**src/rtl/pram_loader.sv**
```systemverilog
`default_nettype none
// ============================================================================
//  Module   : pram_loader
//  Purpose  : Writer side of the program RAM. Receives a byte stream from the
//             pads, packs byte pairs (little-endian) into DW-bit instructions
//             and writes them to the program RAM from address 0 upwards. The
//             CPU core is held while a load is in progress.
//
//  Stream   : COUNT byte N (1..DEPTH), 2N data bytes (low byte, then high
//             byte, for each word), then [CSUM byte = XOR of all data bytes].
//
//  Build option:
//    PRAM_LOADER_CSUM_EN  defined   -> trailing CSUM byte is consumed and
//                                      checked; a mismatch ends in err.
//                         undefined -> no CSUM byte; the load completes after
//                                      the write of the last word.
//
//  Ports    : clk, rst_n (async, active-low)
//             load_en              level request / abort of load mode
//             byte_valid, byte_in  pad byte stream
//             byte_ready           loader accepts byte_in this cycle
//             wr_en, wr_addr,
//             wr_data              one-cycle program RAM write port
//             cpu_hold             stall request to the core
//             done, err            load outcome, held until load_en drops
//
//  Revision : 1.0  initial release
// ============================================================================
module pram_loader #(
    parameter int DEPTH = 32,
    parameter int AW    = 5,
    parameter int DW    = 16
) (
    input  logic          clk,
    input  logic          rst_n,
    input  logic          load_en,
    input  logic          byte_valid,
    input  logic [7:0]    byte_in,
    output logic          byte_ready,
    output logic          wr_en,
    output logic [AW-1:0] wr_addr,
    output logic [DW-1:0] wr_data,
    output logic          cpu_hold,
    output logic          done,
    output logic          err
);

    typedef enum logic [2:0] {
        S_IDLE  = 3'd0,
        S_COUNT = 3'd1,
        S_LO    = 3'd2,
        S_HI    = 3'd3,
        S_CSUM  = 3'd4,
        S_DONE  = 3'd5,
        S_ERR   = 3'd6
    } state_t;

    localparam logic [8:0]  c_depth = 9'(DEPTH);
    localparam logic [AW:0] c_one   = {{AW{1'b0}}, 1'b1};

    state_t        r_state;
    state_t        w_next;
    logic [AW:0]   r_count;     // N, one bit wider than the address so N=DEPTH fits
    logic [AW:0]   r_idx;       // index of the next word to be written
    logic [7:0]    r_lo;
    logic          r_ready;
    logic          r_wr_en;
    logic [AW-1:0] r_wr_addr;
    logic [DW-1:0] r_wr_data;
    logic          r_hold;
    logic          r_done;
    logic          r_err;
`ifdef PRAM_LOADER_CSUM_EN
    logic [7:0]    r_csum;
`endif

    logic          w_accept;
    logic [AW:0]   w_idx_inc;
    logic          w_last;
    logic          w_count_bad;
    logic [AW:0]   w_idx_nxt;
    logic          w_next_active;
    logic          w_ready_nxt;

    // load_en gates acceptance so that an abort wins over a simultaneous byte.
    assign w_accept    = r_ready & byte_valid & load_en;
    assign w_idx_inc   = r_idx + c_one;
    assign w_last      = (w_idx_inc == r_count);
    assign w_count_bad = (byte_in == 8'd0) || ({1'b0, byte_in} > c_depth);

    always_comb begin
        w_next = r_state;
        case (r_state)
            S_IDLE: begin
                if (load_en) w_next = S_COUNT;
            end
            S_COUNT: begin
                if (!load_en)     w_next = S_IDLE;
                else if (w_accept) w_next = w_count_bad ? S_ERR : S_LO;
            end
            S_LO: begin
                if (!load_en)     w_next = S_IDLE;
                else if (w_accept) w_next = S_HI;
            end
            S_HI: begin
                if (!load_en) begin
                    w_next = S_IDLE;
                end else if (w_accept) begin
`ifdef PRAM_LOADER_CSUM_EN
                    w_next = w_last ? S_CSUM : S_LO;
`else
                    // Last word: wait in HI (not ready) for the cycle in which
                    // the write strobe is presented, then finish.
                    w_next = w_last ? S_HI : S_LO;
`endif
                end
`ifndef PRAM_LOADER_CSUM_EN
                else if (r_idx == r_count) begin
                    w_next = S_DONE;
                end
`endif
            end
`ifdef PRAM_LOADER_CSUM_EN
            S_CSUM: begin
                if (!load_en)      w_next = S_IDLE;
                else if (w_accept) w_next = ((r_csum ^ byte_in) == 8'd0) ? S_DONE : S_ERR;
            end
`endif
            S_DONE, S_ERR: begin
                if (!load_en) w_next = S_IDLE;
            end
            default: w_next = S_IDLE;
        endcase
    end

    assign w_idx_nxt     = (r_state == S_HI && w_accept) ? w_idx_inc : r_idx;
    assign w_next_active = (w_next == S_COUNT) || (w_next == S_LO) ||
                           (w_next == S_HI)    || (w_next == S_CSUM);
    // Not ready on the first cycle after leaving IDLE, nor while HI is only
    // waiting for the final write to be presented.
    assign w_ready_nxt   = (r_state != S_IDLE) && w_next_active &&
                           !((w_next == S_HI) && (w_idx_nxt == r_count));

    always_ff @(posedge clk or negedge rst_n) begin
        if (!rst_n) begin
            r_state   <= S_IDLE;
            r_count   <= '0;
            r_idx     <= '0;
            r_lo      <= '0;
            r_ready   <= 1'b0;
            r_wr_en   <= 1'b0;
            r_wr_addr <= '0;
            r_wr_data <= '0;
            r_hold    <= 1'b0;
            r_done    <= 1'b0;
            r_err     <= 1'b0;
`ifdef PRAM_LOADER_CSUM_EN
            r_csum    <= '0;
`endif
        end else begin
            r_state <= w_next;
            r_ready <= w_ready_nxt;
            r_hold  <= w_next_active || (w_next == S_ERR);
            r_done  <= (w_next == S_DONE);
            r_err   <= (w_next == S_ERR);
            r_wr_en <= 1'b0;

            case (r_state)
                S_IDLE: begin
                    if (load_en) begin
                        r_idx <= '0;
`ifdef PRAM_LOADER_CSUM_EN
                        r_csum <= '0;
`endif
                    end
                end
                S_COUNT: begin
                    if (w_accept && !w_count_bad) r_count <= byte_in[AW:0];
                end
                S_LO: begin
                    if (w_accept) begin
                        r_lo <= byte_in;
`ifdef PRAM_LOADER_CSUM_EN
                        r_csum <= r_csum ^ byte_in;
`endif
                    end
                end
                S_HI: begin
                    if (w_accept) begin
                        r_wr_en   <= 1'b1;
                        r_wr_addr <= r_idx[AW-1:0];
                        r_wr_data <= {byte_in, r_lo};
                        r_idx     <= w_idx_inc;
`ifdef PRAM_LOADER_CSUM_EN
                        r_csum    <= r_csum ^ byte_in;
`endif
                    end
                end
                default: ;
            endcase
        end
    end

    assign byte_ready = r_ready;
    assign wr_en      = r_wr_en;
    assign wr_addr    = r_wr_addr;
    assign wr_data    = r_wr_data;
    assign cpu_hold   = r_hold;
    assign done       = r_done;
    assign err        = r_err;

endmodule
`default_nettype wire

```
**config.mk**
```make
export PLATFORM = sky130hd
export DESIGN_NAME = pram_loader
export DESIGN_NICKNAME = d
export VERILOG_FILES = /design/src/rtl/pram_loader.sv
export SDC_FILE = /design/constraint.sdc
export NUM_CORES = 1
export LEC_CHECK = 0
export ABC_CLOCK_PERIOD_IN_PS = 2900
export CAP_MARGIN = 0
export CORE_ASPECT_RATIO = 1.5
export CORE_UTILIZATION = 50
export CTS_CLUSTER_DIAMETER = 80
export CTS_CLUSTER_SIZE = 16
export DETAILED_ROUTE_END_ITERATION = 16
export GPL_TIMING_DRIVEN = 0
export PLACE_DENSITY = 0.83
export SYNTH_ARGS = -nofsm -noshare
export SYNTH_HDL_FRONTEND = slang
export SYNTH_SLANG_ARGS = --single-unit
export TNS_END_PERCENT = 100
```
**constraint.sdc**
```tcl
create_clock -name clk -period 2.9 [get_ports clk]
set_input_delay 0.58 -clock clk [delete_from_list [all_inputs] [get_ports clk]]
set_output_delay 0.58 -clock clk [all_outputs]
set_load 0.03 [all_outputs]
```
## Word-level counts from Yosys, hierarchy flattened

Index checks and enable logic that the tools add are counted.
W data, S select, Z words.

- Memories kept: 0
- Bits of input ports: 12
- Register bits after elaboration: 49
- Memory bits (writable): 0
- Logic and storage cells: 70
- Bits in latches: 0
- ROM bits: 0

- Bitwise logic cells: 2
- Order comparisons: 1
- Reduce and logical (&&, ||, !) cells: 21
- Divide/modulo/power cells: 0
- $mul: 0
- Add/subtract/negate cells: 1
- Shift operators: 0
- Mux-type cells: 18
- Equal/unequal tests: 16

Operators with widths:

| operator | number |
|---|---|
| $mux W3 | 10 |
| $eq A6 B6 Y1 | 3 |
| $mux W6 | 3 |
| $eq A3 B3 Y1 const B | 5 |
| $pmux W3 S5 | 1 |
| $eq A3 B2 Y1 const B | 4 |
| $pmux W6 S2 | 1 |
| $gt A8 B6 Y1 const B | 1 |
| $logic_not A8 Y1 | 1 |
| $add A6 B1 Y6 const B | 1 |
| $eq A3 B1 Y1 const B | 2 |
| $reduce_and A2 Y1 | 3 |
| $logic_and A1 B1 Y1 | 5 |
| $logic_or A1 B1 Y1 | 5 |
| $ne A2 B2 Y1 const B | 2 |
| $logic_not A3 Y1 | 1 |
| $mux W1 | 3 |
| $reduce_and A3 Y1 | 1 |
| $reduce_bool A3 Y1 | 1 |
| $and A1 B1 Y1 | 2 |
| $logic_not A1 Y1 | 2 |
| $reduce_bool A2 Y1 | 1 |
| $reduce_or A2 Y1 | 1 |

## Depth between registers and ports, before layout

Gate-level depths: netlist of the first run.

- Word-level depth: 12
- Gate-level depth with buffers: 8

## Worst setup path before layout of the first run

Ideal clock, no wire load.

- Path kind: in2reg
- Start: in byte_in[0]
- End: reg r_count[0]
- Buffers on the path: 0
- Data required time: 2.775 ns
- Data arrival time: 2.044 ns
- Stages on the path: 5
- Path slack: 0.732 ns
- Setup time: 0.125 ns
- Path through: or4_1 > o21ai_1 > nand3_1 > nor4_4 > mux2_2

- Word-level cells in the longest chain between the ends: 5
- Elaborated cells on any way between the ends: 6
- Those cells by class: order compare: 1; reduce/logical: 5

RTL lines:

| element | RTL line | RTL |
|---|---|---|
| start: declaration | 38 | `input logic [7:0] byte_in,` |
| $gt A8 B6 Y1 / $logic_not A8 Y1 (equally long branches) | 89 | `assign w_count_bad = (byte_in == 8'd0) \|\| ({1'b0, byte_in} > c_depth);` |
| $logic_or A1 B1 Y1 | 89 |  |
| $logic_not A1 Y1 | 178 | `if (w_accept && !w_count_bad) r_count <= byte_in[AW:0];` |
| $logic_and A1 B1 Y1 | 178 |  |
| $reduce_and A2 Y1 (no line) | -- |  |
| end signal: assignment | 178 |  |
| end: declaration | 63 | `logic [AW:0] r_count;` |

Several ways; a longest one is shown, not always the timed one.
A chain may end at the register's enable or synchronous reset.

## Final worst setup path of the first run

- Start: in byte_in[0]
- End: reg r_count[4]

- Word-level cells in the longest chain between the ends: 5
- Elaborated cells on any way between the ends: 6
- Those cells by class: order compare: 1; reduce/logical: 5

RTL lines:

| element | RTL line |
|---|---|
| $gt A8 B6 Y1 / $logic_not A8 Y1 (equally long branches) | 89 |
| $logic_or A1 B1 Y1 (*) | 89 |
| $logic_not A1 Y1 (*) | 178 |
| $logic_and A1 B1 Y1 (*) | 178 |
| $reduce_and A2 Y1 (no line) (*) | -- |

Every way passes the cells marked *; elsewhere a longest branch is shown, timed or not.

==> results of run 1 <==
power groups by stage:
stage / Clock, mW / Combinational (mW) / Sequential (mW)
5_1_grt: 0.517 / 0.224 / 0.739
6_report: 0.482 / 0.203 / 0.734
3_3_place_gp: 0 / 0.198 / 0.747
4_1_cts: 0.494 / 0.205 / 0.734
3_5_place_dp: 0 / 0.203 / 0.748
2_1_floorplan: 0 / 0.104 / 0.762
cell usage in the layout (no fill, tap or decap), types with 2 or more instances in the layout:
cell and n:
a21oi_1 6, a22o_1 3, a31oi_1 4, and2_1 3, buf_2 6, clkbuf_1 4
clkbuf_8 5, clkdlybuf4s50_1 36, dfrtp_1 49, inv_1 4, mux2_1 2, mux2_2 33
mux2i_1 5, nand2_1 5, nand2b_1 2, nand3_1 5, nor2_1 10, nor2b_1 4
nor3_1 6, nor4_1 2, o21ai_0 7, or3_1 5, xnor2_1 4, xor2_1 7
per-layer routing:
| metal | vias up | track usage [%] |
|---|---|---|
| met5 | - | 0 |
| met4 | 0 | 11.69 |
| met3 | 15 | 3.134 |
| met2 | 40 | 38.24 |
| met1 | 824 | 26.02 |
| li1 | 807 | - |
layout make-up:
type | instances | share of cell area, %
plain buffers | 9 | 1.484
clock buffers | 6 | 2.459
inverters | 4 | 0.5087
flip-flops and latches | 49 | 41.54
well taps | 64 | 2.713
repair buffers | 38 | 13.06
clock inverters | 2 | 1.314
multi-input cells | 134 | 36.92
sequential cells by signal, summed over array words and instances (netlist names):
signal and flops:
byte_ready 1, cpu_hold 1, done 1, err 1, r_count 6, r_idx 6
r_lo 8, r_state 3, wr_addr 5, wr_data 16, wr_en 1
through the flow:
stage	worst slack, ns	utilization (%)	instance area [um^2]	cells
4_1_cts	0.3687	64.99	2952	306
3_3_place_gp	-0.05843	62.20	2825	297
3_5_place_dp	0.03911	62.53	2840	298
6_report	0.3962	64.99	2952	306
5_1_grt	0.2746	64.99	2952	306
2_1_floorplan	0.7317	-	2375	196
kinds of logic after synthesis:
| logic type | count (synthesis) |
|---|---|
| simple gates | 53 |
| fa+ha+maj | 1 |
| mux | 40 |
| buf+inv | 13 |
| compound gates | 29 |
| flops | 49 |
| xor+xnor | 11 |
worst min-delay path by stage:
stage	end	cells after the start
5_1_grt	wr_data[13]	1
3_5_place_dp	wr_data[13]	1
2_1_floorplan	byte_ready	0
3_3_place_gp	r_lo[3]	1
4_1_cts	wr_data[13]	1
6_report	wr_data[13]	1
==> impl_metrics.csv, run 1 <==
group,metric,value,unit
yosys,yosysMostFrequentCell,"dfrtp_1",
yosys,avgSynthCellArea,12.12,um^2
global_route,grt_pass1_wl,8.231,mm
yosys,ys_warn_count,0,
critical_path,cpPeakStageDelay,0.58,ns
floorplanning,rows,30,
sta,finalHoldViolations,0,
yosys,synth_edf_count,0,
critical_path,cp-start-kind,"input port",
layout,diodes,0,
layout,fill_cells,352,
clocking,cts_resized,0,
yosys,synth-xor-area-share,4.057,%
route,wl_met2,2.567,mm
yosys,ys_seq_area_share,51.63,%
floorplanning,core_area,4542,um^2
layout,seq_area,1226,um^2
pwr,p_int,1.060,mW
critical_path,reg2regPathDepth,5,
pwr,p_leak,1.360,nW
route,drc_errors,0,
sta,rsz0062_at_grt,"no",
clocking,cts_tree,"built",
yosys,synth_compound_area_share,8.799,%
yosys,synthTopCellsByCount,"49 x dfrtp_1, 33 x mux2_2, 10 x nor2_1, 7 x o21ai_0, 7 x xor2_1",
sta,fin_tns_setup,0,ns
pwr,finalPower,1.420,mW
yosys,synth_nets,209,
floorplanning,dieArea,5035,um^2
critical_path,reg2reg_to,"wr_data[7]",
critical_path,worst-path-stages,6,
sta,clock.fmax,399.4,MHz
yosys,ys.flop_type,"dfrtp_1",
route,wl,4.782,mm
critical_path,crit_end,"r_count[4]",
floorplanning,start_util,52.29,%
yosys,ys_ff_latch,49,
route,drt-met1-wl,1.906,mm
clocking,cts-buffers-inserted,5,
pwr,max-vdd-ir-drop,0.4434,mV
worst_hold_path,hold_path_class,"input port to async pin",
clocking,post-cts-setup-buffers,0,
yosys,yosysUniqueCellTypes,44,
yosys,synthMuxAreaShare,18.70,%
yosys,synth_top_cells_by_area,"dfrtp_1 52%, mux2_2 16%, xor2_1 2.6%",
critical_path,crit_start,"byte_in[0]",
critical_path,cpMaxStageDelayCell,"or4_1",
clocking,h-tree-depth,2,
critical_path,cp_top_family,"simple AND/OR/NAND/NOR gates",
route,vias,1686,
yosys,synth_simple_gate_area_share,13.80,%
place,dpl.hpwl,3.517,mm
global_route,grt_antenna_before_repair,0,
clocking,root_buffer,"clkbuf_8",
route,drt-wirelength-per-cell,15.63,um
sta,whs,0.1574,ns
global_route,grt_pass1_vias,1746,
place,io_buffers,37,
floorplanning,ios,38,
global_route,grt-ovfl-total,0,
critical_path,ff2ff_setup_slack,0.71,ns
sta,setup_viol,0,
route,via_per_inst,5.510,
route,drtAntennaViolNets,0,
sta,final.setup_skew,0.005279,ns
pwr,p_sw_share,25.38,%
layout,finalNetCount,254,
critical_path,r2r-start,"r_state[1]",
yosys,async_reset_ff_share,100.0,%
pwr,p_seq_share,51.7,%
pwr,p_per_area,481.1,nW/um^2
layout,multi_input_area,1090,um^2
critical_path,crit_fanout,6,
pwr,power_frac_comb,14.3,%
sta,finalCritPeriodShare,86.34,%
clocking,path_clk_slew,0.09,ns
sta,tightest_slew,0.5104,ns
clocking,clockBufferDepth,2,
global_route,grt_use_total,22.06,%
route,drtPass1Iterations,4,
critical_path,path_buf_inv,1,
clocking,cts_hold_buf,0,
critical_path,crit_chain,"clkdlybuf4s50_1, or4_1, o21ai_1, nand3_1, nor4_4, mux2_2",
critical_path,arrival,2.70,ns
yosys,synth_fa_ha_area_share,0.5269,%
yosys,synth_top_family_by_area,"multiplexers",
route,top_layer_used,"met4",
critical_path,critPathKind,"input port to flip-flop",
layout,syn2layout_area_growth,24.29,%
sta,slew_headroom,65.97,%
yosys,synth.largest_area_cell,"dfrtp_1",
layout,drive_above_1_share,23.14,%
sta,period_needed,2.504,ns
outcome,status,"finished, final reports clean",
pwr,p_clk_share,34.0,%
route,wl_met3,146,um
floorplanning,die_h,86.41,um
pwr,switchingPower,0.3605,mW
yosys,netlist.area_leader.share,51.63,%
critical_path,endpoint_kind,"flip-flop",
clocking,insertion_delay,0.30,ns
floorplanning,die-width,58.27,um
clocking,clock_sinks,49,
yosys,synthCells,196,
flow_run,drv_cap,0,
critical_path,cp.required,3.09,ns
yosys,synth_area,2375,um^2
route,drtIter0Drc,26,
global_route,grt_max_degree,38,
place,place_congestion,0.9193,
sta,slew_violations,0,
Note: power is estimated with default switching activity, not from simulation.
==> inputs of run 2 (changes only) <==
--- a/config.mk
+++ b/config.mk
@@ -6,5 +6,5 @@
 export NUM_CORES = 1
 export LEC_CHECK = 0
-export ABC_CLOCK_PERIOD_IN_PS = 2900
+export ABC_CLOCK_PERIOD_IN_PS = 2500
 export CAP_MARGIN = 0
 export CORE_ASPECT_RATIO = 1.5
@@ -15,4 +15,5 @@
 export GPL_TIMING_DRIVEN = 0
 export PLACE_DENSITY = 0.83
+export RECOVER_POWER = 25
 export SYNTH_ARGS = -nofsm -noshare
 export SYNTH_HDL_FRONTEND = slang
==> constraint.sdc (replaced) <==
create_clock -name clk -period 2.5 [get_ports clk]
set_input_delay 0.25 -clock clk [delete_from_list [all_inputs] [get_ports clk]]
set_output_delay 0.25 -clock clk [all_outputs]
set_load 0.03 [all_outputs]
==> run 2 against run 1 <==
  * Hold slack gained 0.35 ns
  * Flip-flop and latch count is the same
  * Global-route usage grew 0.13 points
  * Largest cell class unchanged
  * Highest routed layer unchanged
==> impl_metrics.csv, run 2 (synthesized netlist as in run 1, its figures left out) <==
group,metric,value,unit
layout,syn2layout_area_growth,24.03,%
sta,period_needed,2.190,ns
global_route,grt_use_total,22.18,%
worst_hold_path,hold_path_class,"input port to async pin",
global_route,met1_usage,26.02,%
floorplanning,die-width,58.27,um
clocking,cts-buffers-inserted,5,
global_route,grt_pass1_wl,8.266,mm
sta,clock.fmax,456.5,MHz
clocking,h-tree-depth,2,
global_route,grt-ovfl-total,0,
route,wl,4.816,mm
critical_path,arrival,2.38,ns
layout,final_cells,307,
floorplanning,die_h,86.41,um
floorplanning,rows,30,
pwr,p_leak,1.356,nW
route,vias,1689,
floorplanning,ios,38,
critical_path,critPathKind,"flip-flop to flip-flop",
pwr,max-vdd-ir-drop,0.5133,mV
route,drtIter0Drc,30,
route,drtPass1Iterations,5,
clocking,path_clk_slew,0.09,ns
critical_path,cp-start-kind,"flip-flop",
clocking,root_buffer,"clkbuf_8",
pwr,p_per_area,558.7,nW/um^2
critical_path,crit_fanout,10,
layout,fin_area,2945,um^2
global_route,use_met2,38.66,%
floorplanning,core_area,4542,um^2
sta,slew_violations,0,
outcome,status,"finished, final reports clean",
layout,finalNetCount,255,
global_route,grtUsageMet3,3.134,%
floorplanning,start_util,52.29,%
layout,largest_register_ffs,16,
layout,final_cell_mix,"49 x dfrtp_1, 36 x clkdlybuf4s50_1, 33 x mux2_2, 10 x nor2_1",
route,via_per_inst,5.502,
route,drtAntennaViolNets,0,
place,io_buffers,37,
global_route,grt_max_degree,38,
sta,setup_viol,0,
global_route,grt_antenna_before_repair,0,
place,place_congestion,0.9193,
layout,final_common_cell,"dfrtp_1",
place,dpl.hpwl,3.517,mm
sta,tightest_slew,0.8653,ns
sta,finalCritPeriodShare,87.61,%
global_route,grt_pass1_vias,1752,
layout,diodes,0,
clocking,clock_sinks,49,
layout,drive_above_1_share,22.63,%
sta,slew_headroom,42.31,%
clocking,insertion_delay,0.30,ns
clocking,clockBufferDepth,2,
place,dp.cells,298,
critical_path,cp.required,2.69,ns
clocking,cts_tree,"built",
route,drc_errors,0,
critical_path,ff2ff_setup_slack,0.31,ns
place,placed_area,2840,um^2
sta,final.setup_skew,0.005331,ns
sta,rsz0062_at_grt,"no",
floorplanning,dieArea,5035,um^2
flow_run,drv_cap,0,
sta,finalHoldViolations,0,
critical_path,endpoint_kind,"flip-flop",
layout,fill_cells,354,
global_route,grt_busiest_layer,"met2",
clocking,cts_resized,0,
route,drt-wirelength-per-cell,15.69,um
==> run 2: cell count changes in the layout (fill, tap and decap cells not counted) <==
cell and delta:
buf_12 -1, buf_2 -1, clkbuf_1 +1, clkbuf_2 +1, dlygate4sd3_1 +1
==> run 2: cell type report <==
cell class                 instances  area (um^2)  share of cell area, %
inverter                           4        15.01                 0.5098
clock buffer                       6        72.57                  2.464
timing repair buffer              39        379.1                  12.87
buffer                             9        43.79                  1.487
multi-input combinational        134         1090                  37.00
sequential                        49         1226                  41.63
clock inverter                     2        38.79                  1.317
tap                               64        80.08                  2.719
==> run 2: where the power goes <==
| part | total (mW) | leakage [nW] | internal, mW | switching [mW] |
|---|---|---|---|---|
| Sequential | 0.852 | 0.676 | 0.824 | 0.0280 |
| Combinational | 0.234 | 0.625 | 0.103 | 0.131 |
| Clock | 0.560 | 0.0554 | 0.300 | 0.259 |
==> run 2: worst max-delay path, cell delays in order, from the launching register on <==
cell	delay, ns
dfrtp_1	0.54
nand4_1	0.23
nor2_1	0.28
buf_2	0.33
buf_2	0.33
mux2_2	0.37
==> run 2: path summary, 6_finish.rpt <==
check	from	end	cells after the start
hold reg to reg	wr_data[6]	wr_data[6]	1
hold / removal	rst_n	wr_data[13]	2
setup reg to reg	r_state[1]	wr_data[7]	5
setup / recovery	r_state[1]	wr_data[7]	5
max in group asynchronous	rst_n	r_lo[7]	3
min in group clk	wr_data[6]	wr_data[6]	1
==> run 2: per-layer routing <==
metal / up-vias / part of all wire, %
met1: 828 / 39
met4: 0 / 3.4
li1: 807 / -
met5: - / 0
met2: 39 / 54
met3: 15 / 2.7
==> run 2: per-stage QoR <==
step	utilization [%]	power [mW]	setup WS [ns]	hold slack [ns]	setup TNS (ns)
global placement	62.20	1.096	-0.1284	0.4818	-6.108
CTS	65.21	1.664	0.2963	0.3778	0
finish	64.85	1.645	0.3096	0.5050	0
global route	64.85	1.715	0.1379	0.5234	0
floorplan	-	1.005	0.4973	-0.04559	0
detailed placement	62.53	1.102	-0.03089	0.1633	-0.1522
==> run 2: timing repair <==
action,4_1_cts,5_1_grt
endpoints found under the hold margin,12,0
hold buffers,1,0
setup buffers,0,0
==> inputs of run 3 (changes only) <==
GPL_TIMING_DRIVEN = 1   (was 0)
SETUP_SLACK_MARGIN = 0.2   (was unset)
==> run 3 against run 2 <==
  * Global-route usage shrank 0.46 points
  * Largest cell class unchanged
  * Sequential power up 0.9%
  * Via count is 0.18% lower
  * Non-clock buffer count shrank 3
  * First-iteration DRC count increased by 33%
  * Clock power fell by 11%
  * Clock skew is 0.0020 ns lower
  * Hold slack got worse by 0.013 ns
  * Die area stayed put
==> impl_metrics.csv, run 3 (synthesized netlist as in run 1, its figures left out) <==
group,metric,value,unit
route,wl,4.806,mm
place,dpl.hpwl,3.620,mm
route,drt-wirelength-per-cell,15.81,um
global_route,grt_antenna_before_repair,0,
layout,syn2layout_area_growth,23.71,%
clocking,cts_resized,0,
pwr,max-vdd-ir-drop,0.5050,mV
worst_hold_path,hold_path_class,"input port to async pin",
critical_path,arrival,2.33,ns
sta,worst_slack,0.3679,ns
clocking,root_buffer,"clkbuf_8",
route,drtIter0Drc,40,
global_route,grt_pass1_vias,1758,
clocking,cts-buffers-inserted,5,
route,drc_errors,0,
sta,period_needed,2.132,ns
layout,diodes,0,
sta,slew_violations,0,
floorplanning,rows,30,
layout,final_cell_mix,"49 x dfrtp_1, 36 x clkdlybuf4s50_1, 33 x mux2_2, 9 x nor2_1",
floorplanning,start_util,52.29,%
global_route,grt-ovfl-total,0,
sta,rsz0062_at_grt,"no",
critical_path,endpoint_kind,"flip-flop",
floorplanning,ios,38,
floorplanning,die-width,58.27,um
route,drtAntennaViolNets,0,
clocking,post-cts-setup-buffers,0,
sta,finalCritPeriodShare,85.28,%
clocking,path_clk_slew,0.09,ns
pwr,p_per_area,540.4,nW/um^2
sta,clock.fmax,469.0,MHz
layout,largest_register_ffs,16,
pwr,p_leak,1.346,nW
global_route,grt_max_degree,38,
floorplanning,dieArea,5035,um^2
place,dp.cells,295,
floorplanning,die_h,86.41,um
clocking,h-tree-depth,2,
flow_run,drv_cap,0,
place,placed_area,2831,um^2
critical_path,crit_fanout,6,
sta,whs,0.4925,ns
layout,multi_input_area,1092,um^2
critical_path,critPathKind,"flip-flop to flip-flop",
place,pre_cts_ws,0.05550,ns
clocking,cts_tree,"built",
layout,fill_cells,360,
layout,seq_area,1226,um^2
sta,tightest_slew,0.8757,ns
route,vias,1686,
clocking,clockBufferDepth,2,
route,drtPass1Iterations,4,
place,place_congestion,0.9684,
clocking,clock_sinks,49,
global_route,grt_use_total,21.72,%
global_route,grt_pass1_wl,8.162,mm
layout,fin_area,2938,um^2
layout,drive_above_1_share,23.75,%
layout,final_common_cell,"dfrtp_1",
clocking,insertion_delay,0.30,ns
layout,finalNetCount,252,
place,io_buffers,37,
layout,final_cells,304,
floorplanning,core_area,4542,um^2
sta,final.setup_skew,0.003325,ns
sta,setup_viol,0,
critical_path,cp-start-kind,"flip-flop",
sta,fin_tns_setup,0,ns
sta,finalHoldViolations,0,
outcome,status,"finished, final reports clean",
sta,slew_headroom,41.62,%
critical_path,cp.required,2.70,ns
route,via_per_inst,5.546,
==> run 3: cell count changes in the layout (fill, tap and decap cells not counted), sizes merged <==
| cell | before | now |
|---|---|---|
| bufinv | 1 | 0 |
| clkbuf | 11 | 8 |
| inv | 4 | 5 |
==> run 3: area by class of cell <==
class | instances | area share, %
clock inverters | 2 | 0.5963
clock buffers | 6 | 2.811
multi-input cells | 134 | 37.18
flip-flops and latches | 49 | 41.74
inverters | 4 | 0.5111
repair buffers | 45 | 14.44
well taps | 64 | 2.726
==> run 3: per-layer routing <==
layer	wire (um)	GRT usage [%]	part of all wire, %	up-vias
li1	-	-	-	789
met1	1872	24.95	39	853
met2	2706	39.39	56	37
met3	139	4.030	2.9	7
met4	89	8.009	1.9	0
met5	0	0	0	-
==> run 3: worst paths after layout <==
kind                                to      from  cells after the start  slack, ns
setup / recovery                  done  r_idx[0]                      7       0.37
hold / removal             wr_data[13]     rst_n                      2       0.49
setup reg to reg                  done  r_idx[0]                      7       0.37
hold reg to reg                r_lo[3]   r_lo[3]                      1       0.51
max in group asynchronous   wr_addr[1]     rst_n                      3       0.72
min in group clk               r_lo[3]   r_lo[3]                      1       0.51
==> run 3: per-stage QoR <==
| stage | total power, mW | util (%) |
|---|---|---|
| floorplan | 1.005 | - |
| global placement | 1.097 | 62.34 |
| detailed placement | 1.104 | 62.34 |
| finish | 1.588 | 64.68 |
| CTS | 1.601 | 64.77 |
| global route | 1.652 | 64.68 |
==> run 3: critical path, cell delays in order (launching register included) <==
cell and delay (ns):
dfrtp_1 0.48, ha_1 0.31, nor3b_1 0.16, o21ai_0 0.15, or3b_2 0.48, nand3_1 0.16, o32ai_4 0.12, and2_1 0.17
==> run 3: report_power, final <==
part | internal, mW | total, mW | switching (mW)
clock | 0.230 | 0.499 | 0.269
combinational | 0.104 | 0.229 | 0.125
sequential | 0.824 | 0.860 | 0.0366
total | 1.16 | 1.59 | 0.430
==> run 3: timing repair <==
item / CTS / global route
hold buffers: 1 / 0
hold endpoints to repair: 12 / 0
setup endpoints to repair: 0 / 0
==> RTL edit, RTL diff (config.mk and constraints of run 2) <==
Build with the macro `PRAM_LOADER_CSUM_EN` defined.
--- a/src/rtl/pram_loader.sv
+++ b/src/rtl/pram_loader.sv
@@ -26,6 +26,8 @@
 //
 //  Revision : 1.0  initial release
 // ============================================================================
+`define PRAM_LOADER_CSUM_EN
+
 module pram_loader #(
     parameter int DEPTH = 32,
     parameter int AW    = 5,
Function: changed (a bounded check fails within 10 cycles, from zero or initial values and one cycle with rst_n low).
==> RTL edit against run 2 <==
First-iteration DRC count grew to 2.9 times the old value; sequential share of layout area is 0.60 points higher; cell area is 15% higher; worst setup slack worse by 190 ps; wire length is 25% higher; synthesized area is 13% higher; register-to-register slack worse by 170 ps; sequential cell count is 8 higher; power is 38% higher; non-clock buffer count stayed put; critical path type is now input pin to flop; critical endpoint is now r_count[0]$_DFFE_PN0P_; largest cell class unchanged.
==> RTL edit: results (changes against run 2) <==
run status -> completed
largest fanout on the critical path -> 7 (-3)
input/output buffers -> 36 (-2.7%)
Post-CTS Resized -> 1 (+1)
worst r2r dst -> byte_ready$_DFF_PN0_
first-pass GRT wire length -> 9780 um (+18%)
Post-Place Cells -> 383 (+29%)
DRT Wirelength -> 6040 um (+25%)
XOR/XNOR share of the synthesized area -> 6.21% (+2.2 points)
Worst-Skew Late Latency -> 350 ps (+50 ps)
cells on worst reg2reg path -> 7 (+2)
Reg clk slew, reported paths -> 70 ps (-20 ps)
GRT Util Overall -> 24.3% (+2.1 points)
Hold/Removal Path Class -> input pin to flop
Rel. slew slack -> 25.7% (-17 points)
Place WS -> -428 ps (-397 ps)
Compound-Gate Fraction of Synth Area -> 9.57% (+0.78 points)
Synthesized Nets -> 291 (+39%)
Setup crit start -> byte_in[3]
TritonCTS Buffers -> 9 (+4)
fmax -> 421 MHz (-7.9%)
gpl congestion -> 0.868 (-5.6%)
leakage -> 1.58 nW (+17%)
CP Capture Point -> r_count[0]$_DFFE_PN0P_
synth cell count leaders -> nand2_1 (90), dfrtp_1 (57), o21ai_0 (25)
Largest register FFs -> 16 (unchanged)
H-Tree Level Count -> 3 (+1)
clk buf depth -> 2 (unchanged)
reg2reg start -> r_idx[2]$_DFFE_PN0P_
sequential share of the synthesized area -> 53.2% (+1.6 points)
skew final -> 6.06 ps (+0.732 ps)
CP arrival -> 2610 ps (+230 ps)
Gate power share -> 12.8% (-1.4 points)
Sw Pwr -> 0.613 mW (+47%)
sequential power -> 1.00 mW (+17%)
layout cells sized above 1 -> 13.6% (-9.1 points)
Fill cells -> 393 (+11%)
# nets final -> 340 (+33%)
post-synthesis mux area share -> 5.89% (-13 points)
n_diodes -> 0 (unchanged)
internal reg-to-reg setup slack -> 140 ps (-170 ps)
vias in the first global route -> 1966 (+12%)
placed inst area -> 3140 um^2 (+11%)
Synth cell types -> 46 (+4.5%)
clock share of power -> 43.1% (+9.1 points)
Synth Area per Inst -> 9.64 um^2 (-20%)
top post-synthesis cells by area -> dfrtp_1 (53%), nand2_1 (13%), mux2_2 (5.9%)
routed via count -> 2165 (+28%)
Post-Synth Adder-Cell Area -> 0.467% (-0.060 points)
Iteration-0 DRC Markers -> 87 (+190%)
Final Hold Slack -> 294 ps (-211 ps)
share of flip-flops with an asynchronous set or reset -> 100% (unchanged)
HPWL after DPL -> 4040 um (+15%)
[RTL edit: changes by cell type after synthesis, sizes merged, moves of 4 or more]
cell,change
dfrtp,+8
o21ai,+17
xnor2,+4
a21oi,-6
mux2,-21
nand2,+85
mux2i,-5
xor2,+4
[RTL edit: cell type report]
type | instances | area, um^2 | area share (%)
timing repair buffer | 38 | 384 | 11.4
multi-input combinational | 209 | 1210 | 35.7
inverter | 2 | 7.51 | 0.222
clock buffer | 9 | 124 | 3.66
clock inverter | 7 | 103 | 3.03
sequential | 57 | 1430 | 42.2
tap | 68 | 85.1 | 2.52
buffer | 10 | 43.8 | 1.30
[RTL edit: routing by layer]
metal | share of wire [%] | track usage (%)
met1 | 39 | 29.6
met2 | 54 | 39.4
met3 | 4.1 | 6.63
met4 | 2.7 | 9.81
met5 | 0 | 0
[RTL edit: critical path: stages]
cell and delay, ps:
clkdlybuf4s50_1 600, or4_1 540, nor2_1 130, xnor2_1 150, nand3_1 110, nor3_2 410, mux2_2 410
